File: src/rtl/reorder_buffer_pkg.sv
// Shared reorder-buffer widths and entry type encodings, also used by the register file.
package reorder_buffer_pkg;
  localparam int ROB_W    = 3;
  localparam int ROB_SIZE = 1 << ROB_W;
  localparam int REG_W    = 5;

  typedef enum logic [1:0] {
    ENTRY_REG    = 2'd0,
    ENTRY_STORE  = 2'd1,
    ENTRY_BRANCH = 2'd2
  } entry_type_e;

  function automatic entry_type_e entry_type(input logic is_branch, input logic is_store);
    if (is_branch) begin
      return ENTRY_BRANCH;
    end else if (is_store) begin
      return ENTRY_STORE;
    end else begin
      return ENTRY_REG;
    end
  endfunction
endpackage

File: src/rtl/reorder_buffer.sv
// Circular reorder buffer: allocates at the tail, captures CDB results, retires in order
// from the head, forwards operands combinationally and raises a flush on a mispredicted head branch.
module reorder_buffer
  import reorder_buffer_pkg::*;
#(
  parameter int ROB_WIDTH = ROB_W,
  parameter int REG_WIDTH = REG_W
) (
  input  logic                 clk_in,
  input  logic                 rst_in,
  input  logic                 rdy_in,
  input  logic                 issue_valid,
  input  logic [REG_WIDTH-1:0] issue_reg_id,
  input  logic                 issue_is_branch,
  input  logic                 issue_is_store,
  output logic                 issue_ready,
  output logic [ROB_WIDTH-1:0] issue_rob_id,
  input  logic                 cdb_valid,
  input  logic [ROB_WIDTH-1:0] cdb_rob_id,
  input  logic [31:0]          cdb_data,
  input  logic                 cdb_mispredict,
  input  logic [31:0]          cdb_target,
  input  logic [ROB_WIDTH-1:0] rob_rob_id_j,
  input  logic [ROB_WIDTH-1:0] rob_rob_id_k,
  output logic                 rob_ready_j,
  output logic                 rob_ready_k,
  output logic [31:0]          rob_data_j,
  output logic [31:0]          rob_data_k,
  output logic [REG_WIDTH-1:0] commit_reg_id,
  output logic [31:0]          commit_data,
  output logic [ROB_WIDTH-1:0] commit_rob_id,
  output logic                 commit_store,
  output logic                 flush,
  output logic [31:0]          flush_pc
);
  localparam int DEPTH = 1 << ROB_WIDTH;
  localparam logic [ROB_WIDTH:0] DEPTH_CNT = (ROB_WIDTH + 1)'(DEPTH);

  logic [DEPTH-1:0]     r_busy;
  logic [DEPTH-1:0]     r_ready;
  entry_type_e          r_type [DEPTH];
  logic [REG_WIDTH-1:0] r_reg [DEPTH];
  logic [31:0]          r_data [DEPTH];
  logic                 r_mispredict [DEPTH];
  logic [31:0]          r_target [DEPTH];
  logic [ROB_WIDTH-1:0] r_head;
  logic [ROB_WIDTH-1:0] r_tail;
  logic [ROB_WIDTH:0]   r_count;
  logic [REG_WIDTH-1:0] r_commit_reg_id;
  logic [31:0]          r_commit_data;
  logic [ROB_WIDTH-1:0] r_commit_rob_id;
  logic                 r_commit_store;
  logic                 r_flush;
  logic [31:0]          r_flush_pc;

  logic w_issue_ready, w_issue_fire, w_cdb_hit;
  logic w_head_done, w_head_flush, w_commit;
  logic w_fwd_j, w_fwd_k;

  // Slot availability uses registered count only, so a same-cycle commit never frees a slot.
  assign w_issue_ready = (r_count < DEPTH_CNT) && !r_flush;
  assign w_issue_fire  = issue_valid && w_issue_ready;
  assign w_cdb_hit     = cdb_valid && r_busy[cdb_rob_id];
  assign w_head_done   = (r_count != '0) && r_busy[r_head] && r_ready[r_head];
  assign w_head_flush  = w_head_done && (r_type[r_head] == ENTRY_BRANCH) && r_mispredict[r_head];
  assign w_commit      = w_head_done && !w_head_flush;
  assign w_fwd_j       = cdb_valid && (cdb_rob_id == rob_rob_id_j);
  assign w_fwd_k       = cdb_valid && (cdb_rob_id == rob_rob_id_k);

  assign issue_ready   = w_issue_ready;
  assign issue_rob_id  = r_tail;
  assign rob_ready_j   = r_ready[rob_rob_id_j] || w_fwd_j;
  assign rob_ready_k   = r_ready[rob_rob_id_k] || w_fwd_k;
  assign rob_data_j    = w_fwd_j ? cdb_data : r_data[rob_rob_id_j];
  assign rob_data_k    = w_fwd_k ? cdb_data : r_data[rob_rob_id_k];
  assign commit_reg_id = r_commit_reg_id;
  assign commit_data   = r_commit_data;
  assign commit_rob_id = r_commit_rob_id;
  assign commit_store  = r_commit_store;
  assign flush         = r_flush;
  assign flush_pc      = r_flush_pc;

  // Entry payload: validity is guarded by the busy/ready bits, so no reset is needed here.
  always_ff @(posedge clk_in) begin
    if (rdy_in && !r_flush) begin
      if (w_issue_fire) begin
        r_type[r_tail] <= entry_type(issue_is_branch, issue_is_store);
        r_reg[r_tail]  <= issue_reg_id;
      end
      if (w_cdb_hit) begin
        r_data[cdb_rob_id]       <= cdb_data;
        r_mispredict[cdb_rob_id] <= cdb_mispredict;
        r_target[cdb_rob_id]     <= cdb_target;
      end
    end
  end

  // Pointers, entry status bits and the registered commit/flush outputs.
  always_ff @(posedge clk_in or posedge rst_in) begin
    if (rst_in) begin
      r_busy          <= '0;
      r_ready         <= '0;
      r_head          <= '0;
      r_tail          <= '0;
      r_count         <= '0;
      r_commit_reg_id <= '0;
      r_commit_data   <= 32'd0;
      r_commit_rob_id <= '0;
      r_commit_store  <= 1'b0;
      r_flush         <= 1'b0;
      r_flush_pc      <= 32'd0;
    end else if (rdy_in) begin
      r_commit_reg_id <= '0;
      r_commit_store  <= 1'b0;
      r_flush         <= 1'b0;
      if (r_flush) begin
        r_busy  <= '0;
        r_ready <= '0;
        r_head  <= '0;
        r_tail  <= '0;
        r_count <= '0;
      end else begin
        if (w_issue_fire) begin
          r_busy[r_tail]  <= 1'b1;
          r_ready[r_tail] <= 1'b0;
          r_tail          <= r_tail + 1'b1;
        end
        if (w_cdb_hit) begin
          r_ready[cdb_rob_id] <= 1'b1;
        end
        if (w_head_flush) begin
          r_flush    <= 1'b1;
          r_flush_pc <= r_target[r_head];
        end else if (w_commit) begin
          r_busy[r_head]  <= 1'b0;
          r_ready[r_head] <= 1'b0;
          r_head          <= r_head + 1'b1;
          r_commit_data   <= r_data[r_head];
          r_commit_rob_id <= r_head;
          if (r_type[r_head] == ENTRY_STORE) begin
            r_commit_store <= 1'b1;
          end else begin
            r_commit_reg_id <= r_reg[r_head];
          end
        end
        case ({w_issue_fire, w_commit})
          2'b10:   r_count <= r_count + 1'b1;
          2'b01:   r_count <= r_count - 1'b1;
          default: r_count <= r_count;
        endcase
      end
    end
  end
endmodule

File: config.mk
export PLATFORM = sky130hd
export DESIGN_NAME = reorder_buffer
export DESIGN_NICKNAME = d
export VERILOG_FILES = /design/src/rtl/reorder_buffer_pkg.sv /design/src/rtl/reorder_buffer.sv
export SDC_FILE = /design/constraint.sdc
export NUM_CORES = 1
export LEC_CHECK = 0
export ABC_AREA = 0
export CORE_MARGIN = 3
export CORE_UTILIZATION = 63
export DETAILED_ROUTE_END_ITERATION = 6
export PLACE_DENSITY_LB_ADDON = 0.08
export SETUP_SLACK_MARGIN = 0.2
export SLEW_MARGIN = 20
export SYNTH_ARGS = -nofsm -noshare
export SYNTH_HDL_FRONTEND = slang
export SYNTH_SLANG_ARGS = --single-unit
File: constraint.sdc
create_clock -name clk_in -period 20.3 [get_ports clk_in]
set_input_delay 3.045 -clock clk_in [delete_from_list [all_inputs] [get_ports clk_in]]
set_output_delay 3.045 -clock clk_in [all_outputs]
set_load 0.01 [all_outputs]
==> results.md <==
- Critical Path, Cell by Cell: buf_2 > buf_4 > xnor2_1 > nand4_1 > buf_4 > nor2_1 > a21oi_1 > clkdlybuf4s50_1
- Switch Pwr: 595 uW
- Post-Synth XOR/XNOR Area: 0.00239
- Primary FF master, synth: edfxtp_1
- CP Capture Type: output pin
- Clk sinks: 676
- Cells after Synth: 1795
- Power share of the clock group: 0.427
- First-pass GRT wire length: between 100000 and 150000 um
- Post-CTS setup buffers: 0
- Internal reg-to-reg setup slack: 16140 ps
- Core area: 0.0457 mm^2
- Final nets: 2076
- Setup crit start: rob_rob_id_k[1]
- RSZ-0062 raised after global routing: no
- Crit path top cell by count: buf_4
- Largest family of logic cells by synthesized area: multiplexers
- Cell Pwr Density: 84.4 mW/mm^2
- Clock Tree Buf Depth: 3
- GR Util All Layers: 0.311
- Die W: between 200 and 250 um
- Critical Path Slowest Stage Cell: buf_4
- Vias: roughly 19000
- Iter 0 DRT Violations: 2630
- Routed Antenna Nets: 0
- Distinct cell type count after synthesis: 64
- Clock Latency Late Sink: slightly above 600 ps
- WL/cell: between 20 and 30 um
- CTS tree: yes
- Cell Rows: 78
- Clock transition at path regs: 60 ps
- Switching share of power: 0.206
- Total gr overflow: 0
- Initial Utilization: 0.643
- Critical path's largest stage delay: 680 ps
- Setup TNS: 0 ps
- Synth warn: 0
- Final hold vios: 0
- Crit Path Category: in2out
- CP startpoint kind: primary input
- Post-synthesis mux area share: 0.145
- Pre-Repair DR Iteration Count: 5
- Slew HR: 0.244
- CP max FO: 65
- Filler cell count: 2666
- Placer congestion estimate: 0.857
- Crit path arrival time: 6020 ps
- Min cycle time layout: around 9100 ps
- Worst IR drop on VDD: 0.0000770 V
- Initial antenna violation count: 7
- Crit Reg-Reg Endpoint: r_count[2]$_DFFE_PP0P_
- Synth Area in Compound Gates: 0.111
- Slew @ Worst Pin: about 1100 ps
- R2R depth: 9
- Max-slew violation count: 0
- Critical path data required time: between 15000 and 20000 ps
- CP endpoint: rob_data_k[12]
- Combinational share of power: 0.053
- CTS Buf Count: 68
- Ys async rst share: 0.148
- Tcrit/Tclk final: 0.447
- DIE HEIGHT: 222 um
- Die area: 0.0492 mm^2
- Synthesis-stage register bit count: 676
- Post-layout util: 0.751
- Clock skew: 24.1 ps
- Outcome: complete, no violations
- Synth Net Count: 1885
- Leakage: 0.0116 uW
- Power Internal: 2300 uW
- R2r startpoint: r_head[0]$_DFFE_PP0P_
- Fraction of layout instances using a drive strength above 1: 0.158
- Vias in the first global route: roughly 19000
- Routed wire length: 77200 um
- Hpwl dp: between 40000 and 50000 um
- Hold Buf Count CTS: 0
- Max cap viols: 0
- Number of buffers added on ports: 229
- IO Pins: 230
- Largest net degree at the start of global routing: 66
- Max Clk Rate: between 100 and 150 MHz
- CTS H-tree depth: 3
- Final setup viols: 0
- Worst Hold Class: reg2reg
- Number of flops mapped to enable cells by yosys: approximately 580
- Sequential cell fraction of total power: 0.521
- Seq/Total Area, Yosys: 0.674
- Area Overhead vs Synth: 16.9%
- Via density: 7.12
- Post-synthesis adder-cell area fraction: 0.00205
- CTS resizes: 0
- Post-synthesis simple-gate area fraction: 0.0424
- DRC errors left: 0
- Syn Area/Cell: 16.4 um^2
- Netlist Area Pre-Place: about 0.029 mm^2
- Cell chosen for the clock root: clkbuf_16
==> worst max-delay path: cells and delay by family <==
family	cells	cell delay (ps)
AOI/OAI and AO/OA	1	170
xor gates and xnor gates	1	130
buffers and inverters	4	2360
and+or+nand+nor	2	210
==> cell type report <==
class	instances	area [um^2]	share of cell area
sequential	676	19800	0.577
multi-input combinational	966	8980	0.262
clock buffer	94	1890	0.0551
timing repair buffer	260	2510	0.0732
inverter	14	55.1	0.00160
tap	600	751	0.0219
clock inverter	28	318	0.00926
antenna	4	10.0	0.000292
==> cell families (layout without fill, tap and decap cells) <==
| kind of cell | after synthesis | count (layout) |
|---|---|---|
| fa+ha+maj | 5 | 5 |
| compound gates | 448 | 448 |
| buf+inv | 153 | 396 |
| mux | 249 | 249 |
| flops | 676 | 676 |
| xor+xnor | 8 | 8 |
| other cells | 0 | 4 |
| simple gates | 256 | 256 |
==> routing by layer <==
layer	wire [um]	vias up	part of all wire	global-route usage
met5	47	-	0.00061	0
met4	2500	6	0.032	0.128
met3	8810	206	0.11	0.0797
met2	37600	1242	0.49	0.494
met1	28300	9503	0.37	0.417
li1	-	7842	-	-
==> worst min-delay path by stage <==
| stage | start | end | cells past startpoint |
|---|---|---|---|
| floorplan | r_count[2]$_DFFE_PP0P_ | r_count[2]$_DFFE_PP0P_ | 1 |
| global placement | commit_data[16]$_DFFE_PP0P_ | commit_data[16]$_DFFE_PP0P_ | 1 |
| detailed placement | commit_data[29]$_DFFE_PP0P_ | commit_data[29]$_DFFE_PP0P_ | 1 |
| CTS | commit_data[16]$_DFFE_PP0P_ | commit_data[16]$_DFFE_PP0P_ | 1 |
| global route | commit_data[29]$_DFFE_PP0P_ | commit_data[29]$_DFFE_PP0P_ | 1 |
| finish | commit_data[17]$_DFFE_PP0P_ | commit_data[17]$_DFFE_PP0P_ | 1 |
==> cells in the final DEF (no fill, tap or decap), types with 5 or more instances in the layout <==
master and count:
a21oi_1 78, mux2_1 20, clkinv_1 7, nand4_1 36
a22oi_1 129, edfxtp_1 576, a32o_1 8, bufinv_16 5
mux4_2 137, nor2_4 6, nor2_1 138, a31oi_1 35
dfrtp_1 100, clkbuf_16 68, buf_4 32, inv_1 11
o21ai_0 19, clkbuf_1 17, xnor2_1 7, a221oi_1 64
clkdlybuf4s50_1 223, nor3_1 6, clkbuf_8 9, nand2_1 17
o22ai_1 28, nor2b_1 5, clkinv_2 7, mux2_2 18
nand3_1 8, mux2i_1 72, a22o_1 68
==> power groups by stage <==
stage	clock, uW	combinational (uW)	sequential (uW)
floorplan	0	73.2	1540
global placement	0	149	1540
detailed placement	0	151	1540
CTS	1250	152	1510
global route	1310	161	1510
finish	1230	152	1510
==> through the flow <==
step	instance area [um^2]	worst slack [ps]	hold slack, ps	cells	power [uW]
finish	34300	11230	484	2642	2890
global route	34300	10970	504	2640	2980
CTS	34300	11230	490	2638	2910
detailed placement	32100	11250	476	2516	1690
global placement	32100	11340	470	2515	1690
floorplan	29400	11000	498	1795	1610
==> cells in the mapped netlist (4+ instances only) <==
library cell / number / share of area
nand3_1: 8 / 0.0014
nand4_1: 36 / 0.0077
mux2i_1: 72 / 0.025
a221oi_1: 64 / 0.019
ha_1: 4 / 0.0017
dfrtp_1: 100 / 0.085
a31oi_1: 35 / 0.0075
buf_2: 23 / 0.0039
edfxtp_1: 576 / 0.59
nor3_1: 8 / 0.0014
nor2_1: 144 / 0.018
mux4_2: 137 / 0.11
and3_1: 5 / 0.0011
or3b_2: 4 / 0.0012
nand2b_1: 4 / 0.00085
and2_1: 6 / 0.0013
nand2_1: 17 / 0.0022
buf_4: 8 / 0.0020
a21oi_1: 78 / 0.013
xnor2_1: 7 / 0.0021
a22o_1: 68 / 0.020
clkbuf_1: 87 / 0.011
mux2_1: 20 / 0.0077
a22oi_1: 129 / 0.033
o21ai_0: 19 / 0.0032
nor2b_1: 5 / 0.0011
o22ai_1: 28 / 0.0060
inv_1: 12 / 0.0015
buf_1: 18 / 0.0023
a32o_1: 8 / 0.0027
mux2_2: 18 / 0.0069
No activity file was read; power rests on OpenSTA's default activity.
==> RTL change, RTL diff (same flow settings) <==
The package constant `ROB_W` goes from 3 to 2.
--- a/src/rtl/reorder_buffer_pkg.sv
+++ b/src/rtl/reorder_buffer_pkg.sv
@@ -1,6 +1,6 @@
 // Shared reorder-buffer widths and entry type encodings, also used by the register file.
 package reorder_buffer_pkg;
-  localparam int ROB_W    = 3;
+  localparam int ROB_W    = 2;
   localparam int ROB_SIZE = 1 << ROB_W;
   localparam int REG_W    = 5;
 
Ports: changed (5 resized); port bits go from 230 to 225. No check against the original RTL was run, so the function may have changed too.
==> RTL change against the original RTL <==
Area after synthesis down 44%; wire length decreased by 51%; critical path type unchanged; first-iteration DRC count down 69%; power shrank 18%; non-clock buffer count is 19 lower; critical path depth is 2 lower; core utilization rose by 4.7 points; critical endpoint is now rob_data_k[10]; largest power group unchanged; sequential cell count is 300 lower; setup slack improved by 0.12 ns; combinational power grew to 4.4 times the old value; global-route usage is 3.7 points lower; design area decreased by 41%; sequential share of layout area down 4.5 points.
==> RTL change: results (changes against the original RTL) <==
metric,value,unit,change
cp-endpoint,rob_data_k[10],,was rob_data_k[12]
drive_gt1_frac,0.306,,was 0.158
synth_xor_area_frac,0.00264,,was 0.00239
seqPwrFrac,0.424,,was 0.521
comb_power,0.671,mW,was 0.152 mW
p_int,1.71,mW,was 2.30 mW
wl_per_cell,26.8,um,was 29.2 um
syn_nets,920,,"was 1,885"
p_sw_frac,0.276,,was 0.206
cts_resized,0,,unchanged
grt_pass1_wl,59.0,mm,was 115 mm
nFillCells,1335,,"was 2,666"
crit_fanout,34,,was 65
synthArstFlopShare,0.234,,was 0.148
cts_inserted_buffers,38,,was 68
startpoint,rob_rob_id_k[0],,was rob_rob_id_k[1]
nNonClkBuffers,241,,was 260
n_clock_buffer,52,,was 94
slew_headroom,0.294,,was 0.244
bufAreaShareNonClock,0.115,,was 0.0732
cp_slowest_cell,nand3_2,,was buf_4
outcome,"complete, no violations",,unchanged
synth_cell_type_count,43,,was 64
ys_seq_area_frac,0.654,,was 0.674
synthTopCellsByArea,"edfxtp_1, mux4_2, dfrtp_1",,unchanged
tap_cells,330,,was 600
htree_levels,2,,was 3
critPathArrivalTime,5.90,ns,was 6.02 ns
slowest_delay,0.83,ns,was 0.68 ns
antenna_found_initial,1,,was 7
synth_compound_area_frac,0.0149,,was 0.111
grt_util_all_layers,0.274,,was 0.311
skew,0.0216,ns,was 0.0241 ns
r2r_slack,16.05,ns,was 16.14 ns
synth.area.mux_share,0.280,,was 0.145
multiInputGateArea,5470,sq um,was 8980 sq um
inverters,16,,was 14
reg_top3,"r_data x128, r_target x128",,
n_antenna_cell,0,,was 4
seqAreaFraction,0.532,,was 0.577
io_buffers,224,,was 229
dp_hpwl,22.5,mm,was 41.7 mm
synth_common_cells,"edfxtp_1, mux4_2, mux2_2, dfrtp_1, clkbuf_1",,"was edfxtp_1, nor2_1, mux4_2, a22oi_1, dfrtp_1"
synth-edff-count,288,,was 576
peakVddDrop,0.102,mV,was 0.0770 mV
dp_slack,11.31,ns,was 11.25 ns
grt_pass1_vias,10000,,"was 18,700"
period_needed,8.94,ns,was 9.07 ns
r2r_cells,7,,was 9
r2r-end,commit_data[15]$_DFFE_PP0P_,,was r_count[2]$_DFFE_PP0P_
gp_congestion,0.864,,was 0.857
nets,1151,,"was 2,076"
layout.comb_gates.multi_input,386,,was 966
vias,9305,,"was 18,800"
nFlopsAndLatches,376,,was 676
synth-adder-area-share,0.00725,,was 0.00205
clk-insertion-delay-late,0.53,ns,was 0.61 ns
grt_max_degree,65,,was 66
clkCellAreaFrac,0.0610,,was 0.0643
drt_iter0_markers,824,,"was 2,630"
-- RTL change: cell families (layout without fill, tap and decap cells) --
logic type | after synthesis | after routing
DFF | 376 | 376
muxes | 272 | 272
and+or+nand+nor | 68 | 68
buffers and inverters | 66 | 327
AOI/OAI and AO/OA | 32 | 32
adders and majority gates | 9 | 9
xor gates and xnor gates | 5 | 5
-- RTL change: stage by stage --
stage | instance area, sq um | utilization | cells
after global placement | 19200 | 0.750 | 1349
final | 20400 | 0.799 | 1419
after floorplan | 16600 | - | 828
after detailed placement | 19200 | 0.750 | 1349
after global routing | 20400 | 0.799 | 1419
after CTS | 20400 | 0.799 | 1419
-- RTL change: how the worst min path moves through the flow --
stage	from	endpoint	slack, ns	depth (start not counted)
2_1_floorplan	r_ready[2]$_DFFE_PP0P_	r_ready[2]$_DFFE_PP0P_	0.52	1
3_3_place_gp	flush_pc[10]$_DFFE_PP0P_	flush_pc[10]$_DFFE_PP0P_	0.47	1
3_5_place_dp	flush_pc[23]$_DFFE_PP0P_	flush_pc[23]$_DFFE_PP0P_	0.48	1
6_report	flush_pc[23]$_DFFE_PP0P_	flush_pc[23]$_DFFE_PP0P_	0.49	1
5_1_grt	flush_pc[5]$_DFFE_PP0P_	flush_pc[5]$_DFFE_PP0P_	0.51	1
4_1_cts	flush_pc[23]$_DFFE_PP0P_	flush_pc[23]$_DFFE_PP0P_	0.49	1
-- RTL change: metal layers --
layer / GRT usage / part of all wire / routed length, um
met5: 0 / 0.00034 / 13
met4: 0.0864 / 0.024 / 895
met3: 0.0524 / 0.076 / 2890
met2: 0.467 / 0.53 / 20000
met1: 0.363 / 0.37 / 14200
